--- src/rtl/fetch_queue_unit.sv ---
// Fetch stage: owns the PC, issues sequential PC+4 reads to a 1-cycle imem and queues {pc, inst} for decode.
// Issue-to-valid latency 2 cycles; issue is credit-limited (queued + in-flight < QDEPTH), decode stalls via inst_ready.

module fetch_fifo #(
  parameter int WIDTH = 64,
  parameter int DEPTH = 4
) (
  input  logic                       clk,
  input  logic                       reset,
  input  logic                       flush,
  input  logic                       push_vld,
  input  logic [WIDTH-1:0]           push_dat,
  input  logic                       pop_rdy,
  output logic [WIDTH-1:0]           head_dat,
  output logic [$clog2(DEPTH+1)-1:0] count
);
  localparam int PW = (DEPTH > 1) ? $clog2(DEPTH) : 1;
  localparam int CW = $clog2(DEPTH + 1);

  logic [WIDTH-1:0] mem [DEPTH];
  logic [PW-1:0]    wr_ptr;
  logic [PW-1:0]    rd_ptr;

  // Pointers wrap at DEPTH, which need not be a power of two.
  function automatic logic [PW-1:0] ptr_inc(input logic [PW-1:0] p);
    return (p == PW'(DEPTH - 1)) ? '0 : p + PW'(1);
  endfunction

  always_ff @(posedge clk or posedge reset) begin
    if (reset) begin
      wr_ptr <= '0;
      rd_ptr <= '0;
      count  <= '0;
    end else if (flush) begin
      wr_ptr <= '0;
      rd_ptr <= '0;
      count  <= '0;
    end else begin
      if (push_vld) wr_ptr <= ptr_inc(wr_ptr);
      if (pop_rdy)  rd_ptr <= ptr_inc(rd_ptr);
      if (push_vld && !pop_rdy)
        count <= count + CW'(1);
      else if (!push_vld && pop_rdy)
        count <= count - CW'(1);
    end
  end

  always_ff @(posedge clk) begin
    if (push_vld && !flush)
      mem[wr_ptr] <= push_dat;
  end

  assign head_dat = mem[rd_ptr];
endmodule

module fetch_queue_unit #(
  parameter int              XLEN     = 32,
  parameter logic [XLEN-1:0] RESET_PC = '0,
  parameter int              QDEPTH   = 4
) (
  input  logic            clk,
  input  logic            reset,
  input  logic            halt,
  input  logic            redirect,
  input  logic [XLEN-1:0] redirect_pc,
  output logic            imem_en,
  output logic [XLEN-1:0] imem_addr,
  input  logic [XLEN-1:0] imem_rdata,
  output logic            inst_valid,
  input  logic            inst_ready,
  output logic [XLEN-1:0] inst_data,
  output logic [XLEN-1:0] inst_pc,
  output logic [XLEN-1:0] fetch_pc
);
  localparam int CW = $clog2(QDEPTH + 1);

  typedef struct packed {
    logic [XLEN-1:0] pc;
    logic [XLEN-1:0] inst;
  } fetch_entry_t;

  logic [XLEN-1:0] pc;
  logic [XLEN-1:0] inflight_pc;
  logic            inflight;
  logic [CW-1:0]   count;
  logic            has_credit;
  logic            push_vld;
  logic            pop_rdy;
  fetch_entry_t    push_dat;
  fetch_entry_t    head_dat;

  // The in-flight read already owns a slot, so it counts against the queue.
  assign has_credit = (int'(count) + int'(inflight)) < QDEPTH;
  assign imem_en    = !reset && !redirect && !halt && has_credit;
  assign imem_addr  = pc;
  assign fetch_pc   = pc;

  assign push_vld   = inflight && !redirect;
  assign push_dat   = '{pc: inflight_pc, inst: imem_rdata};
  assign inst_valid = (count != '0) && !redirect;
  assign pop_rdy    = inst_valid && inst_ready;
  assign inst_pc    = head_dat.pc;
  assign inst_data  = head_dat.inst;

  always_ff @(posedge clk or posedge reset) begin
    if (reset) begin
      pc          <= RESET_PC;
      inflight    <= 1'b0;
      inflight_pc <= RESET_PC;
    end else if (redirect) begin
      pc       <= redirect_pc & ~XLEN'(3);
      inflight <= 1'b0;
    end else begin
      inflight <= imem_en;
      if (imem_en) begin
        pc          <= pc + XLEN'(4);
        inflight_pc <= pc;
      end
    end
  end

  fetch_fifo #(
    .WIDTH ($bits(fetch_entry_t)),
    .DEPTH (QDEPTH)
  ) u_fifo (
    .clk      (clk),
    .reset    (reset),
    .flush    (redirect),
    .push_vld (push_vld),
    .push_dat (push_dat),
    .pop_rdy  (pop_rdy),
    .head_dat (head_dat),
    .count    (count)
  );
endmodule

--- config.mk ---
export PLATFORM = sky130hd
export DESIGN_NAME = fetch_queue_unit
export DESIGN_NICKNAME = d
export VERILOG_FILES = /design/src/rtl/fetch_queue_unit.sv
export SDC_FILE = /design/constraint.sdc
export NUM_CORES = 1
export LEC_CHECK = 0
export ABC_AREA = 1
export CAP_MARGIN = 10
export CORE_ASPECT_RATIO = 2
export CORE_UTILIZATION = 49
export DETAILED_ROUTE_END_ITERATION = 8
export PLACE_DENSITY = 0.76
export SYNTH_ARGS = -nofsm -noshare
export SYNTH_HDL_FRONTEND = slang
export SYNTH_SLANG_ARGS = --single-unit
export TNS_END_PERCENT = 50
--- constraint.sdc ---
create_clock -name clk -period 3.85 [get_ports clk]
set_input_delay 0.77 -clock clk [delete_from_list [all_inputs] [get_ports clk]]
set_output_delay 0.77 -clock clk [all_outputs]
set_load 0.01 [all_outputs]
==> results.md, run 1 <==
- Chip height: 234 um
- Pre-CTS worst setup slack: 0.472 ns
- Worst Max-Slew Pin Slew: 0.726 ns
- Detail Route Antenna Nets: 0
- Critical Path Slowest Stage Cell: clkdlybuf4s50_1
- Area share of the largest cell type after synthesis: 56.6%
- Final cycle utilization of the critical path: 91.1%
- Post-Syn Area: 0.0132 sq mm
- Reg clk slew, reported paths: 0.07 ns
- Crit path kind: flip-flop to output port
- Post-Syn Instances: between 1000 and 1500
- DP HPWL: 17900 um
- Clock Sinks: 316
- Worst Path Required: 3.08 ns
- Critical path peak fanout: 48
- Total of warnings raised by yosys: 0
- Root buffer cell: clkbuf_16
- CTS max path bufs: 3
- Commonest non-fill, non-tap cell in the layout: edfxtp_1
- Fillers: 2067
- Post-CTS setup buffer count: 0
- Pre-antenna DRT Iters: 5
- Rows: 84
- Final worst path period need: 3.51 ns
- Post-synthesis cell type count: 36
- Global Route Usage Sum: 21.2%
- Status: complete, no violations
- Max-cap violations: 0
- Global placer's final weighted congestion: 0.900
- Worst path max stage delay: 0.59 ns
- WL final: 29400 um
- Vias/cell: 5.41
- CORE AREA: about 0.026 sq mm
- Clock Skew: about 0.019 ns
- Clock buffers created by TritonCTS: 26
- Fin cells: 1650
- Die ar.: roughly 0.028 sq mm
- I/O Buffers: 190
- Overflow after GRT: 0
- CTS tree: yes
- Vias in the first global route: 8859
- Post-synthesis sequential area ratio: 69.6%
- Final Hold Fails: 0
- Synth Register Bits: around 320
- Critical Path AT: 2.74 ns
- CP endpoint kind: output port
- Worst IR drop on VDD: 0.347 mV
- Static Leak: slightly below 0.006 uW
- Most numerous cell on the critical path: buf_12
- CP top delay family: buffers and inverters
- First DRT Iteration DRCs: around 500
- Layout area overhead: 23.0%
- Fin util: slightly above 60%
- Worst setup SP type: flip-flop
- Worst skew pair latency: between 0.5 and 0.6 ns
- Total number of vias: 8923
- Critical Path, Cell by Cell: clkinv_2 > buf_12 > buf_12 > o21ai_0 > o22ai_1 > clkdlybuf4s50_1
- Share of cells above drive strength 1: 6.58%
- RSZ-0062 raised after global routing: false
- NumNets Final: 1362
- Ports: just under 200
- First-pass GRT wire length: between 40000 and 50000 um
- Die Span X: 118 um
- H-tree depth: 1
- N_diodes: 0
- Synth top area cells: edfxtp_1 57%, dfrtp_1 13%, o21ai_0 6.6%
- Wire per inst: 17.8 um
- Setup Viol. Count Final: 0
- Largest area contributor in the netlist: edfxtp_1
- Setup ws final: 0.344 ns
- Commonest cells after routing, fill and taps aside: 248 x edfxtp_1, 190 x clkdlybuf4s50_1, 185 x nor2_1
- Post-CTS sizing: 0
- Post-route DRC: 0
- WP buf/inv: 4
- Fmax: approximately 290 MHz
- PwrDens: approximately 570 mW/mm^2
- Largest net degree at the start of global routing: 127
- Max-slew headroom: 51.5%
- Post-CTS Hold Fix Bufs: 0
- Syn Area/Cell: approximately 12 sq um
- Min-delay worst type: flip-flop to flip-flop
- Initial core utilization: 49.8%
- Initial antenna violation count: 0
- Inst Count DP: 1602
- Pins over their slew limit: 0
-- synth_stat cells (all sizes together) --
cell type	number
nor2	198
buf	56
edfxtp	248
o211ai	4
conb	1
nand4	16
nand3b	11
nor3	1
dfrtp	68
nand3	53
o22ai	62
clkbuf	37
a22oi	1
ha	6
clkinv	2
xor2	1
o221ai	1
nand2	127
xnor2	2
fa	1
a31oi	1
o21ai	174
a21boi	1
inv	66
a21oi	2
-- power by group --
group	internal [uW]	leakage [uW]	switching, uW
Clock	1660	0.000464	1180
Combinational	1010	0.00235	1200
Sequential	3910	0.00307	190
Total	6580	0.00588	2570
-- cells by family (layout without fill, tap and decap cells) --
logic type	Yosys count	count (layout)	synth area share, %
AOI/OAI and AO/OA	246	246	10.1
xor gates and xnor gates	3	3	0.200
adders and majority gates	7	7	0.723
buffers and inverters	161	322	6.03
DFF	316	316	69.6
other	1	6	0.0285
and+or+nand+nor	406	406	13.3
-- metrics by stage --
stage                     total power [uW]  setup TNS [ns]  area, sq um  hold WS (ns)
after detailed placement              6410               0        15200         0.507
final                                 9150               0        16200         0.505
after floorplan                       5270         -125.04        13200         0.476
after global routing                  9550               0        16200         0.540
after CTS                             9240               0        16200         0.521
after global placement                6340               0        15200         0.488
-- layout make-up --
| type | instances | area (sq um) | share of cell area [%] |
|---|---|---|---|
| well taps | 344 | 430 | 2.66 |
| inverters | 68 | 256 | 1.59 |
| multi-input cells | 668 | 3260 | 20.1 |
| repair buffers | 206 | 2130 | 13.2 |
| clock inverters | 10 | 138 | 0.851 |
| flip-flops and latches | 316 | 9150 | 56.6 |
| clock buffers | 38 | 803 | 4.97 |
-- registers in the layout, indices dropped and copies added (netlist names) --
| signal | flops |
|---|---|
| fetch_pc | 30 |
| inflight | 1 |
| inflight_pc | 30 |
| u_fifo.count | 3 |
| u_fifo.mem | 248 |
| u_fifo.rd_ptr | 2 |
| u_fifo.wr_ptr | 2 |
-- metal layers --
layer | GRT usage [%] | wire (um) | vias up | share of wire (%)
met5 | 0 | 0 | - | 0
met4 | 10.4 | 1110 | 0 | 3.8
met3 | 2.17 | 1220 | 63 | 4.2
met2 | 40.8 | 16200 | 248 | 55
met1 | 23.0 | 10900 | 4353 | 37
li1 | - | - | 4259 | -
-- worst paths after layout --
check,cells after the start,from,endpoint,slack (ns)
setup / recovery,6,u_fifo.rd_ptr[0],inst_pc[18],0.34
min in group asynchronous,2,reset,inflight_pc[29],0.74
setup reg to reg,7,u_fifo.count[2],fetch_pc[6],1.52
hold / removal,0,inflight_pc[14],u_fifo.mem[1][46],0.51
max in group asynchronous,3,reset,inflight_pc[4],2.24
hold reg to reg,0,inflight_pc[14],u_fifo.mem[1][46],0.51
Note: power is estimated with default switching activity, not from simulation.
==> run 2: changes to the inputs <==
- CAP_MARGIN: 10 -> default
==> results of run 2 <==
Final layout, timing and power as in run 1 (identical DEF).
==> run 3: changes to the inputs <==
- SLEW_MARGIN: default -> 10
==> results of run 3 <==
Final layout, timing and power as in run 1 (identical DEF).
